### src/rtl/serializer_pkg.sv
`default_nettype none
// ============================================================================
// Module   : serializer_pkg
// Purpose  : Shared types and default sizing for the serializer/deserializer
//            pair. The frame FSM state encoding lives here so that both ends
//            of the link agree on it.
// Revision : 1.0 - initial release
// ============================================================================
package serializer_pkg;

   // Default element width in bits and elements per parallel vector.
   localparam int DEFAULT_ELEMENT_BITS = 8;
   localparam int DEFAULT_FEATURES     = 4;

   // Frame FSM: idle/ready, sending vector 1, sending vector 2.
   typedef enum logic [1:0] {
      RDY = 2'd0,
      R1  = 2'd1,
      R2  = 2'd2
   } ser_state_t;

endpackage : serializer_pkg
`default_nettype wire

### src/rtl/serializer.sv
`default_nettype none
// ============================================================================
// Module   : serializer
// Purpose  : Captures two parallel vectors on start and streams their
//            elements out one at a time (vector 1 then vector 2, element 0
//            first) over a valid/ready interface. A one-cycle done pulse
//            marks frame completion; start in the done cycle begins the next
//            frame immediately.
// Revision : 1.0 - initial release
// ============================================================================
module serializer
   import serializer_pkg::*;
#(
   parameter int ELEMENT_BITS = DEFAULT_ELEMENT_BITS,
   parameter int FEATURES     = DEFAULT_FEATURES
) (
   input  logic                             clk,
   input  logic                             reset_n,
   input  logic                             start,
   input  logic [ELEMENT_BITS*FEATURES-1:0] parallel_data_in_1,
   input  logic [ELEMENT_BITS*FEATURES-1:0] parallel_data_in_2,
   input  logic                             serial_ready,
   output logic [ELEMENT_BITS-1:0]          serial_data_out,
   output logic                             serial_valid,
   output logic                             serial_last,
   output logic                             busy,
   output logic                             done
);

   localparam int               c_IW       = (FEATURES > 1) ? $clog2(FEATURES) : 1;
   localparam int               c_VW       = ELEMENT_BITS * FEATURES;
   localparam logic [c_IW-1:0]  c_LAST_IDX = c_IW'(FEATURES - 1);

   // A frame needs at least two elements per vector; catch bad parameters
   // at elaboration instead of producing a silently broken index counter.
   if (FEATURES < 2) begin : g_bad_features
      $error("serializer: FEATURES must be 2 or more");
   end

   ser_state_t              r_state;
   logic [c_IW-1:0]         r_idx;
   logic [c_VW-1:0]         r_vec1;
   logic [c_VW-1:0]         r_vec2;
   logic [ELEMENT_BITS-1:0] r_data;
   logic                    r_valid;
   logic                    r_last;
   logic                    r_busy;
   logic                    r_done;

   logic                    w_xfer;
   logic                    w_at_last;
   logic [c_IW-1:0]         w_idx_next;
   logic [ELEMENT_BITS-1:0] w_v1_next_elem;
   logic [ELEMENT_BITS-1:0] w_v2_next_elem;

   // Handshake and next-element lookup. The lookahead element is only used
   // when the index is not at its last position, so the wrapped value of
   // w_idx_next at the end of a vector is never consumed.
   assign w_xfer         = r_valid & serial_ready;
   assign w_at_last      = (r_idx == c_LAST_IDX);
   assign w_idx_next     = r_idx + 1'b1;
   assign w_v1_next_elem = r_vec1[w_idx_next*ELEMENT_BITS +: ELEMENT_BITS];
   assign w_v2_next_elem = r_vec2[w_idx_next*ELEMENT_BITS +: ELEMENT_BITS];

   // Frame FSM with index counter, shadow vectors and registered outputs.
   // Outputs are loaded with the value belonging to the next state so that
   // they always agree with r_state/r_idx in the same cycle.
   always_ff @(posedge clk or negedge reset_n) begin
      if (!reset_n) begin
         r_state <= RDY;
         r_idx   <= '0;
         r_vec1  <= '0;
         r_vec2  <= '0;
         r_data  <= '0;
         r_valid <= 1'b0;
         r_last  <= 1'b0;
         r_busy  <= 1'b0;
         r_done  <= 1'b0;
      end else begin
         unique case (r_state)
            RDY: begin
               r_done <= 1'b0;
               if (start) begin
                  // Capture both vectors; the first element comes straight
                  // from the input so it is presented one cycle after start.
                  r_vec1  <= parallel_data_in_1;
                  r_vec2  <= parallel_data_in_2;
                  r_state <= R1;
                  r_idx   <= '0;
                  r_data  <= parallel_data_in_1[ELEMENT_BITS-1:0];
                  r_valid <= 1'b1;
                  r_last  <= 1'b0;
                  r_busy  <= 1'b1;
               end else begin
                  r_idx   <= '0;
                  r_data  <= '0;
                  r_valid <= 1'b0;
                  r_last  <= 1'b0;
                  r_busy  <= 1'b0;
               end
            end

            R1: begin
               r_done <= 1'b0;
               if (w_xfer) begin
                  if (w_at_last) begin
                     // Vector 1 exhausted: continue with vector 2, element 0.
                     r_state <= R2;
                     r_idx   <= '0;
                     r_data  <= r_vec2[ELEMENT_BITS-1:0];
                     r_last  <= 1'b0;
                  end else begin
                     r_idx   <= w_idx_next;
                     r_data  <= w_v1_next_elem;
                  end
               end
            end

            R2: begin
               r_done <= 1'b0;
               if (w_xfer) begin
                  if (w_at_last) begin
                     // Final element accepted: frame complete.
                     r_state <= RDY;
                     r_idx   <= '0;
                     r_data  <= '0;
                     r_valid <= 1'b0;
                     r_last  <= 1'b0;
                     r_busy  <= 1'b0;
                     r_done  <= 1'b1;
                  end else begin
                     r_idx   <= w_idx_next;
                     r_data  <= w_v2_next_elem;
                     r_last  <= (w_idx_next == c_LAST_IDX);
                  end
               end
            end

            default: begin
               r_state <= RDY;
               r_idx   <= '0;
               r_data  <= '0;
               r_valid <= 1'b0;
               r_last  <= 1'b0;
               r_busy  <= 1'b0;
               r_done  <= 1'b0;
            end
         endcase
      end
   end

   assign serial_data_out = r_data;
   assign serial_valid    = r_valid;
   assign serial_last     = r_last;
   assign busy            = r_busy;
   assign done            = r_done;

endmodule : serializer
`default_nettype wire
### config.mk
export PLATFORM = sky130hd
export DESIGN_NAME = serializer
export DESIGN_NICKNAME = d
export VERILOG_FILES = /design/src/rtl/serializer_pkg.sv /design/src/rtl/serializer.sv
export SDC_FILE = /design/constraint.sdc
export NUM_CORES = 1
export LEC_CHECK = 0
export CORE_ASPECT_RATIO = 1.5
export CORE_MARGIN = 2
export CORE_UTILIZATION = 25
export CTS_CLUSTER_DIAMETER = 120
export CTS_CLUSTER_SIZE = 28
export DETAILED_ROUTE_END_ITERATION = 12
export GPL_ROUTABILITY_DRIVEN = 0
export GPL_TIMING_DRIVEN = 0
export PLACE_DENSITY = 0.46
export SLEW_MARGIN = 20
export SYNTH_ARGS = -nofsm -noshare
export SYNTH_HDL_FRONTEND = slang
export SYNTH_SLANG_ARGS = --single-unit
export TNS_END_PERCENT = 50
### constraint.sdc
create_clock -name clk -period 5.86 [get_ports clk]
set_input_delay 0.879 -clock clk [delete_from_list [all_inputs] [get_ports clk]]
set_output_delay 0.879 -clock clk [all_outputs]
set_load 0.01 [all_outputs]
==> results.py <==
metrics = {
    "run_status": {
        "status": "finished clean",
    },
    "clocking": {
        "clockBufferDepth": 2,
        "clock_latency_ns": 0.34,
        "cts_root_buffer": "clkbuf_16",
        "h-tree-depth": 3,
        "ctsHoldBuffers": 0,
        "cts_resized": 0,
        "clk_pin_slew_ns": 0.06,
        "cts_buffers": 9,
        "clkSinkCount": 79,
        "post_cts_buffers": 0,
        "cts_tree": "yes",
    },
    "critical_path": {
        "critical_path_arrival_ns": 2.92,
        "cpPeakStageDelay_ns": 0.40,
        "critPathMaxFanout": 10,
        "required_ns": 6.07,
        "crit_family": "buffers and inverters",
        "cp-end-kind": "flip-flop",
        "worstPathCellList": "buf_6 -> buf_6 -> buf_6 -> inv_1 -> ha_1 -> buf_2 -> nand3b_1 -> nor2_1 -> a2111oi_0 -> a21oi_1",
        "start_kind": "flip-flop",
        "crit_path_frequent_cell": "buf_6",
        "ff2ff_setup_slack_ns": 3.15,
        "cp.buffers_inverters": 5,
        "crit_type": "reg2reg",
        "cp_slowest_cell": "dfrtp_1",
    },
    "yosys": {
        "ys_seq_area_frac": 0.521,
        "yosysTopAreaCellShare": 0.521,
        "avgSynthCellArea_um2": 13.4,
        "syn_area_mm2": 0.00380,
        "synth_most_common_cell": "dfrtp_1",
        "ys.flop_type": "dfrtp_1",
        "synthCells": 283,
        "synth_nets": 359,
        "synth-seq-cells": 79,
        "synth_edf_count": 0,
        "synth_top_area_cell": "dfrtp_1",
        "async_reset_ff_frac": 1.00,
        "synth_area_leaders": "dfrtp_1 52%, mux2_2 22%, mux2i_1 4.2%",
        "synth.distinct_cells": 27,
        "synth_warnings": 0,
        "synth_commonest_cells": "79 x dfrtp_1, 74 x mux2_2, 19 x nor2_1",
    },
    "power": {
        "ir_drop_mv": 0.141,
        "internal_power_mw": 1.78,
        "power.switching_mw": 0.884,
        "combPwrFrac": 0.421,
        "totalPowerFinal_mw": 2.67,
        "pwr-share-seq": 0.367,
        "swShare": 0.331,
        "clock_power_share": 0.212,
        "p_leak_nw": 2.08,
        "power.density_mw_per_mm2": 518,
    },
    "die": {
        "core_mm2": 0.0150,
        "dieArea_mm2": 0.0162,
        "io_pins": 80,
        "initial_core_util": 0.253,
        "rows": 55,
        "dieWidth_um": 105,
        "die_h_um": 155,
    },
    "global_route": {
        "antenna_found_initial": 0,
        "busiest_layer": "met2",
        "grtUsageMet1": 0.151,
        "grt_max_degree": 41,
        "grt_use_met2": 0.241,
        "grt_pass1_wl_mm": 16.1,
        "grt_overflow": 0,
        "grt_pass1_vias": 2778,
        "grt.total_usage": 0.134,
        "met3_usage": 0.0264,
    },
    "finish": {
        "stdcell_count": 578,
        "final_util": 0.343,
        "area_growth_pct": 35.5,
        "nets": 450,
        "diodes": 0,
        "drive_gt1_frac": 0.282,
    },
    "run": {
        "maxCapViolations": 0,
    },
    "sta": {
        "timing.final.hold_violations": 0,
        "fmax_mhz": 369,
        "worstMarginPinSlew_ns": 0.655,
        "finalSetupViolations": 0,
        "setup_ws_ns": 3.15,
        "final.period_utilization": 0.462,
        "rsz0062_at_grt": "false",
        "final-max-slew-violation-count": 0,
        "period_needed_ns": 2.71,
        "fin_skew_ns": 0.00801,
        "relSlewSlack": 0.562,
        "final.setup.tns_ns": 0,
    },
    "hold_path": {
        "hp-class": "reg2reg",
    },
    "place": {
        "pre_cts_ws_ns": 3.01,
        "port_buffers": 79,
        "dp_hpwl_mm": 7.71,
        "dpl.cell_count": 562,
    },
    "drt": {
        "wl_per_cell_um": 18.1,
        "drcViolationCount": 0,
        "firstDrtPassIters": 4,
        "vias_per_cell": 4.49,
        "routed_wl_mm": 10.4,
        "via_count": 2597,
        "drt_iter0_drc": 67,
        "ant_nets": 0,
    },
}
==> routing by layer <==
layer / part of all wire / wire length (µm)
met5: 0 / 0
met4: 0.028 / 295
met3: 0.038 / 399
met2: 0.54 / 5600
met1: 0.40 / 4140
==> metrics by stage <==
step           instance area [µm²]  hold WS (ns)
2_1_floorplan                 3800         0.472
3_3_place_gp                  4840         0.483
3_5_place_dp                  4850         0.489
4_1_cts                       5150         0.503
5_1_grt                       5150         0.509
6_report                      5150         0.500
==> path summary, 6_finish.rpt <==
check | start | cells after the start | end
worst max register to register | r_idx[0] | 10 | serial_data_out[7]
min in group asynchronous | reset_n | 1 | r_state[0]
max in group asynchronous | reset_n | 2 | r_vec1[29]
worst max-delay path | r_idx[0] | 10 | serial_data_out[7]
worst min register to register | r_vec1[23] | 1 | r_vec1[23]
worst min-delay path | r_vec1[23] | 1 | r_vec1[23]
==> logic make-up after synthesis <==
logic type / Yosys count / synth area share
mux: 98 / 0.315
buf+inv: 23 / 0.0329
flops: 79 / 0.521
simple gates: 40 / 0.0451
compound gates: 35 / 0.0600
fa+ha+maj: 8 / 0.0264
==> registers in the layout, indices dropped and copies added, names as in the netlist <==
name             cells
r_vec1              32
r_vec2              32
serial_data_out      8
r_idx                2
r_state              2
busy                 1
done                 1
serial_last          1
==> cells in the final DEF (no fill, tap or decap) <==
| master | netlist | routed |
|---|---|---|
| mux2_2 | 74 | 74 |
| buf_2 | 10 | 10 |
| clkdlybuf4s50_1 | 0 | 78 |
| clkbuf_16 | 0 | 9 |
| and2_1 | 2 | 2 |
| dfrtp_1 | 79 | 79 |
| nor2b_1 | 1 | 1 |
| a2111oi_0 | 7 | 7 |
| buf_6 | 3 | 3 |
| nand3b_1 | 1 | 1 |
| or3b_1 | 1 | 1 |
| clkbuf_1 | 4 | 6 |
| nor2_1 | 19 | 19 |
| clkinv_2 | 0 | 3 |
| bufinv_16 | 0 | 1 |
| mux4_1 | 6 | 6 |
| clkbuf_8 | 0 | 1 |
| a2bb2oi_2 | 1 | 1 |
| inv_1 | 5 | 5 |
| ha_1 | 8 | 8 |
| buf_4 | 1 | 2 |
| mux2i_1 | 16 | 16 |
| o32a_1 | 1 | 1 |
| a32o_1 | 1 | 1 |
| buf_12 | 0 | 1 |
| or3_1 | 1 | 1 |
| a21boi_0 | 1 | 1 |
| a41oi_1 | 1 | 1 |
| mux4_2 | 2 | 2 |
| nand2_1 | 13 | 13 |
| o21ai_0 | 5 | 5 |
| nand3_1 | 2 | 2 |
| a21oi_1 | 18 | 18 |
==> power groups by stage <==
stage          Sequential [mW]  Clock, mW  Combinational, mW
4_1_cts                  0.984      0.575               1.15
2_1_floorplan            0.942          0              0.796
3_5_place_dp             0.993          0               1.14
6_report                 0.980      0.565               1.12
5_1_grt                   1.02      0.599               1.23
3_3_place_gp             0.985          0               1.12
==> cell type report <==
| type | instances | area [µm²] |
|---|---|---|
| Tap cell | 199 | 249 |
| Fill cell | 1566 | 9860 |
| Multi-Input combinational cell | 181 | 1700 |
| Timing Repair Buffer | 80 | 808 |
| Clock inverter | 4 | 45.0 |
| Buffer | 18 | 106 |
| Inverter | 5 | 18.8 |
| Sequential cell | 79 | 1980 |
| Clock buffer | 12 | 246 |
Note: power is estimated with default switching activity, not from simulation.
